--- src/rtl/battleship_nios2_qsys_0_oci_dct_packer_if.sv ---
// Bus bundle for the OCI DCT packer: trace control, DCT event input,
// frame valid/ready output and observation/status signals.
interface battleship_nios2_qsys_0_oci_dct_packer_if;
  logic        trace_en;
  logic        trace_stop;
  logic        dct_valid;
  logic [1:0]  dct_code;
  logic        frame_ready;
  logic        frame_valid;
  logic [33:0] frame_data;
  logic [29:0] dct_buffer;
  logic [3:0]  dct_count;
  logic        overflow;
  logic        test_ending;
  logic        test_has_ended;

  modport master (
    output trace_en, trace_stop, dct_valid, dct_code, frame_ready,
    input  frame_valid, frame_data, dct_buffer, dct_count, overflow,
           test_ending, test_has_ended
  );

  modport slave (
    input  trace_en, trace_stop, dct_valid, dct_code, frame_ready,
    output frame_valid, frame_data, dct_buffer, dct_count, overflow,
           test_ending, test_has_ended
  );
endinterface

--- src/rtl/battleship_nios2_qsys_0_oci_dct_packer.sv ---
// Producer side of the OCI DCT trace path: packs 2-bit branch codes into
// 15-slot frames and hands them off through a single-entry holding register.
module battleship_nios2_qsys_0_oci_dct_packer #(
  parameter int DCT_SLOTS = 15
) (
  input  logic clk,
  input  logic jrst_n,
  battleship_nios2_qsys_0_oci_dct_packer_if.slave bus
);
  localparam int BUF_W = 2 * DCT_SLOTS;

  typedef enum logic [1:0] {
    IDLE  = 2'd0,
    RUN   = 2'd1,
    DRAIN = 2'd2,
    DONE  = 2'd3
  } state_t;

  state_t           state_reg, state_next;
  logic [BUF_W-1:0] pack_buf_reg, pack_buf_next;
  logic [3:0]       count_reg, count_next;
  logic             frame_valid_reg;
  logic [33:0]      frame_data_reg;
  logic             overflow_reg;

  logic accept, flush, emit, consume, drop;

  always_comb begin
    state_next    = state_reg;
    accept        = 1'b0;
    flush         = 1'b0;
    pack_buf_next = pack_buf_reg;
    count_next    = count_reg;

    if (state_reg == RUN) begin
      accept = bus.dct_valid && (bus.dct_code != 2'b00);
      flush  = bus.trace_stop || !bus.trace_en;
    end
    if (accept) begin
      pack_buf_next = {pack_buf_reg[BUF_W-3:0], bus.dct_code};
      count_next    = count_reg + 4'd1;
    end

    // The same-cycle event is folded into the frame before deciding to flush.
    emit    = (accept && (count_next == 4'(DCT_SLOTS))) ||
              (flush && (count_next != 4'd0));
    consume = frame_valid_reg && bus.frame_ready;
    drop    = emit && frame_valid_reg && !consume;

    case (state_reg)
      IDLE:  if (bus.trace_en) state_next = RUN;
      RUN: begin
        if (bus.trace_stop)     state_next = DRAIN;
        else if (!bus.trace_en) state_next = IDLE;
      end
      DRAIN: if (!frame_valid_reg && (count_reg == 4'd0)) state_next = DONE;
      DONE:  if (!bus.trace_en) state_next = IDLE;
      default: state_next = IDLE;
    endcase
  end

  always_ff @(posedge clk or negedge jrst_n) begin
    if (!jrst_n) begin
      state_reg       <= IDLE;
      pack_buf_reg    <= '0;
      count_reg       <= '0;
      frame_valid_reg <= 1'b0;
      frame_data_reg  <= '0;
      overflow_reg    <= 1'b0;
    end else begin
      state_reg <= state_next;

      if (emit) begin
        pack_buf_reg <= '0;
        count_reg    <= '0;
      end else begin
        pack_buf_reg <= pack_buf_next;
        count_reg    <= count_next;
      end

      if (emit && !drop) begin
        frame_valid_reg <= 1'b1;
        frame_data_reg  <= {count_next, pack_buf_next};
      end else if (consume) begin
        frame_valid_reg <= 1'b0;
      end

      // Overflow is only raised in RUN, so it never races the IDLE->RUN clear.
      if (drop)
        overflow_reg <= 1'b1;
      else if ((state_reg == IDLE) && bus.trace_en)
        overflow_reg <= 1'b0;
    end
  end

  assign bus.frame_valid    = frame_valid_reg;
  assign bus.frame_data     = frame_data_reg;
  assign bus.dct_buffer     = pack_buf_reg;
  assign bus.dct_count      = count_reg;
  assign bus.overflow       = overflow_reg;
  assign bus.test_ending    = (state_reg == DRAIN);
  assign bus.test_has_ended = (state_reg == DONE);
endmodule

--- src/flat_wrapper.sv ---
// flat-port wrapper written by rule: the top's interface ports become plain ports
module battleship_nios2_qsys_0_oci_dct_packer_flat 
#(
  parameter int DCT_SLOTS = 15
)
  (clk, jrst_n, bus_trace_en, bus_trace_stop, bus_dct_valid, bus_dct_code, bus_frame_ready, bus_frame_valid, bus_frame_data, bus_dct_buffer, bus_dct_count, bus_overflow, bus_test_ending, bus_test_has_ended);
  battleship_nios2_qsys_0_oci_dct_packer_if bus_i ();
  input  logic clk;
  input  logic jrst_n;
  input wire logic [$bits(bus_i.trace_en)-1:0] bus_trace_en;
  input wire logic [$bits(bus_i.trace_stop)-1:0] bus_trace_stop;
  input wire logic [$bits(bus_i.dct_valid)-1:0] bus_dct_valid;
  input wire logic [$bits(bus_i.dct_code)-1:0] bus_dct_code;
  input wire logic [$bits(bus_i.frame_ready)-1:0] bus_frame_ready;
  output wire logic [$bits(bus_i.frame_valid)-1:0] bus_frame_valid;
  output wire logic [$bits(bus_i.frame_data)-1:0] bus_frame_data;
  output wire logic [$bits(bus_i.dct_buffer)-1:0] bus_dct_buffer;
  output wire logic [$bits(bus_i.dct_count)-1:0] bus_dct_count;
  output wire logic [$bits(bus_i.overflow)-1:0] bus_overflow;
  output wire logic [$bits(bus_i.test_ending)-1:0] bus_test_ending;
  output wire logic [$bits(bus_i.test_has_ended)-1:0] bus_test_has_ended;
  assign bus_i.trace_en = bus_trace_en;
  assign bus_i.trace_stop = bus_trace_stop;
  assign bus_i.dct_valid = bus_dct_valid;
  assign bus_i.dct_code = bus_dct_code;
  assign bus_i.frame_ready = bus_frame_ready;
  assign bus_frame_valid = bus_i.frame_valid;
  assign bus_frame_data = bus_i.frame_data;
  assign bus_dct_buffer = bus_i.dct_buffer;
  assign bus_dct_count = bus_i.dct_count;
  assign bus_overflow = bus_i.overflow;
  assign bus_test_ending = bus_i.test_ending;
  assign bus_test_has_ended = bus_i.test_has_ended;
  battleship_nios2_qsys_0_oci_dct_packer #(.DCT_SLOTS(DCT_SLOTS)) u_core (.clk(clk), .jrst_n(jrst_n), .bus(bus_i));
endmodule
--- config.mk ---
export PLATFORM = sky130hd
export DESIGN_NAME = battleship_nios2_qsys_0_oci_dct_packer_flat
export DESIGN_NICKNAME = d
export VERILOG_FILES = /design/src/rtl/battleship_nios2_qsys_0_oci_dct_packer_if.sv /design/src/rtl/battleship_nios2_qsys_0_oci_dct_packer.sv /design/src/flat_wrapper.sv
export SDC_FILE = /design/constraint.sdc
export NUM_CORES = 1
export LEC_CHECK = 0
export BUFFER_PORTS_ARGS = -buffer_cell sky130_fd_sc_hd__buf_2
export CAP_MARGIN = 20
export CORE_MARGIN = 5
export CORE_UTILIZATION = 45
export CTS_CLUSTER_DIAMETER = 100
export CTS_CLUSTER_SIZE = 16
export DETAILED_ROUTE_END_ITERATION = 10
export PLACE_DENSITY_LB_ADDON = 0.05
export REMOVE_ABC_BUFFERS = 1
export SETUP_SLACK_MARGIN = 0.02
export SYNTH_ARGS = -nofsm -noshare
export SYNTH_HDL_FRONTEND = slang
export SYNTH_SLANG_ARGS = --single-unit
--- constraint.sdc ---
create_clock -name clk -period 5.3 [get_ports clk]
set_input_delay 0 -clock clk [delete_from_list [all_inputs] [get_ports clk]]
set_output_delay 0 -clock clk [all_outputs]
set_load 0.01 [all_outputs]
==> impl_metrics.env <==
export IMPL_status="finished clean"
export IMPL_sw_frac_of_total_pct=37.79
export IMPL_ant_nets=0
export IMPL_finalMaxSlewViolations=0
export IMPL_start_util_pct=45.34
export IMPL_n_antenna_cell=0
export IMPL_crit_fanout=33
export IMPL_layout_drive_gt1_share_pct=27.95
export IMPL_die_h_microns=94.80
export IMPL_synth_cell_types=44
export IMPL_rsz0062_at_grt="false"
export IMPL_yosysWarnings=0
export IMPL_switchingPower_uw=744.9
export IMPL_leakage_uw=0.001981
export IMPL_power_density_nw_per_um2=505.9
export IMPL_start_kind="flip-flop"
export IMPL_rows=31
export IMPL_cts_sinks=72
export IMPL_route_detailed_drc=0
export IMPL_synth_ff_type="dfrtp_1"
export IMPL_synth_edf_count=0
export IMPL_n_fill_cell=692
export IMPL_grt_pass1_vias=2488
export IMPL_antenna_found_initial=0
export IMPL_hold_viol=0
export IMPL_relSlewSlack_pct=29.04
export IMPL_largest_register_ffs=34
export IMPL_post_cts_buffers=0
export IMPL_min_path_cells=4
export IMPL_post_dp_hpwl_microns=4834
export IMPL_area_growth_pct=20.42
export IMPL_port_buffers=79
export IMPL_fin_crit_sh_pct=54.95
export IMPL_min_from="bus_dct_code[1]"
export IMPL_root_buffer="clkbuf_8"
export IMPL_hold_path_class="input port to flip-flop"
export IMPL_cts_htree_levels=3
export IMPL_worstPathRequired_ns=5.52
export IMPL_synth_top_cell_area_share_pct=55.68
export IMPL_min_to="u_core.bus.frame_data[0]"
export IMPL_seqPwrFrac_pct=42.3
export IMPL_endpoint_kind="flip-flop"
export IMPL_die_area_sq_um=8986
export IMPL_postSynthAreaPerCell_sq_um=11.51
export IMPL_grt_max_degree=73
export IMPL_cts_tree="done"
export IMPL_synthCells=281
export IMPL_holdWs_ns=0.1276
export IMPL_power_total_uw=1971
export IMPL_fin_crit_ns=2.912
export IMPL_synthArstFlopShare_pct=100.0
export IMPL_grt_use_total_pct=17.81
export IMPL_coreArea_sq_um=7137
export IMPL_via_count=2358
export IMPL_wl_per_cell_microns=15.90
export IMPL_tightest_slew_ns=1.062
export IMPL_cts_resized_gates=0
export IMPL_crit_path_max_incr_delay_ns=0.53
export IMPL_synth_top_cell_by_area="dfrtp_1"
export IMPL_p_clk_share_pct=19.1
export IMPL_netlist_area_sq_um=3236
export IMPL_wirelength_microns=7378
export IMPL_clock_latency_ns=0.33
export IMPL_max_freq_mhz=343.4
export IMPL_critPathSlowestCell="a21o_2"
export IMPL_setup_violations=0
export IMPL_arrival_ns=3.14
export IMPL_layout_nets=370
export IMPL_cts_clk_slew_worst_paths_ns=0.07
export IMPL_dr_pass1_iters=4
export IMPL_grt_pass1_wl_microns=12250
export IMPL_drtIter0Drc=117
export IMPL_netlist_top_cells_area="dfrtp_1 (56%), mux2i_1 (19%), nor3_1 (5.6%)"
export IMPL_critPathKind="flip-flop to flip-flop"
export IMPL_synthTopCellsByCount="dfrtp_1 (72), mux2i_1 (60), inv_1 (38)"
export IMPL_reg2reg_slack_ns=2.39
export IMPL_r2r_cells=7
export IMPL_p_int_uw=1226
export IMPL_grt_overflow=0
export IMPL_avgViaCountPerCell=5.082
export IMPL_die_w_microns=94.80
export IMPL_ys_ff_latch=72
export IMPL_cts_buffers=9
export IMPL_max_vdd_ir_drop_v=0.0002009
export IMPL_finClkSkew_ns=0.006664
export IMPL_regToRegStartpoint="u_core.bus.dct_count[0]"
export IMPL_routabilityCongestion=0.7752
export IMPL_fin_util_pct=54.59
export IMPL_yosys_cell_count_top_type="dfrtp_1"
export IMPL_worstPathCellList="inv_1, ha_1, nand3b_1, or4_4, a32o_1, a21o_2, o32a_1"
export IMPL_clock_path_buffers=2
export IMPL_cts_hold_buffers=3
export IMPL_yosysSeqAreaShare_pct=55.68
export IMPL_r2r_end="u_core.bus.frame_data[31]"
export IMPL_p_comb_share_pct=38.5
export IMPL_max_cap_violations=0
export IMPL_io_pins=80
## worst max-delay path by stage
stage / startpoint / to / slack, ns / cells after the start
finish: u_core.bus.dct_count[0] / u_core.bus.frame_data[31] / 2.39 / 7
global route: u_core.bus.dct_count[0] / u_core.bus.frame_data[18] / 2.26 / 7
CTS: u_core.bus.dct_count[0] / u_core.bus.frame_data[31] / 2.39 / 7
detailed placement: u_core.bus.dct_count[0] / u_core.bus.frame_data[31] / 2.40 / 7
global placement: u_core.bus.dct_count[0] / u_core.bus.frame_valid / 2.45 / 6
floorplan: u_core.bus.dct_count[0] / u_core.bus.frame_data[30] / -0.37 / 7
## routing by layer
metal	vias up	wire (microns)	global-route usage, %
met5	-	0	0
met3	11	292	3.665
met4	0	130	8.173
met1	1172	3504	23.49
li1	1123	-	-
met2	52	3452	28.19
## metrics by stage
stage | cells | setup WS (ns) | TNS [ns] | instance area, sq um
5_1_grt | 464 | 2.261 | 0 | 3896
4_1_cts | 464 | 2.389 | 0 | 3896
6_report | 464 | 2.388 | 0 | 3896
3_5_place_dp | 445 | 2.403 | 0 | 3701
2_1_floorplan | 265 | -0.3660 | -11.47 | 3144
3_3_place_gp | 444 | 2.447 | 0 | 3686
## area by class of cell
| cell class | instances | area, sq um | share of cell area (%) |
|---|---|---|---|
| sequential | 72 | 1802 | 46.24 |
| multi-input combinational | 155 | 1212 | 31.12 |
| timing repair buffer | 84 | 450.4 | 11.56 |
| clock buffer | 12 | 145.1 | 3.725 |
| inverter | 38 | 142.6 | 3.661 |
| tap | 99 | 123.9 | 3.179 |
| clock inverter | 4 | 20.02 | 0.5138 |
## cell families (layout without fill, tap and decap cells)
logic type	Yosys count	after routing	synth area share, %
AOI/OAI and AO/OA	23	23	5.260
xor gates and xnor gates	4	4	1.083
adders and majority gates	2	2	0.7733
buffers and inverters	54	138	7.231
DFF	72	72	55.68
muxes	60	60	18.56
and+or+nand+nor	66	66	11.41
## cell usage in the layout (no fill, tap or decap), types with 3 or more instances in the layout
cell	instances
a21oi_1	4
buf_2	78
clkbuf_8	10
clkinv_2	4
dfrtp_1	72
dlygate4sd3_1	3
inv_1	38
mux2i_1	60
nand2_1	5
nor2_1	6
nor3_1	36
## power by group through the flow
stage | Clock (uW) | Combinational, uW | Sequential (uW)
floorplan | 0 | 395 | 907
global placement | 0 | 742 | 843
detailed placement | 0 | 761 | 846
CTS | 388 | 773 | 837
global route | 413 | 846 | 862
finish | 377 | 760 | 834
## worst max-delay path, delay by kind of cell (launching register included)
kind,cells,cell delay (ns)
AOI/OAI and AO/OA,3,1.09
and+or+nand+nor,2,0.69
DFF,1,0.50
adders and majority gates,1,0.39
buffers and inverters,1,0.11
(Power assumes the default switching activity.)
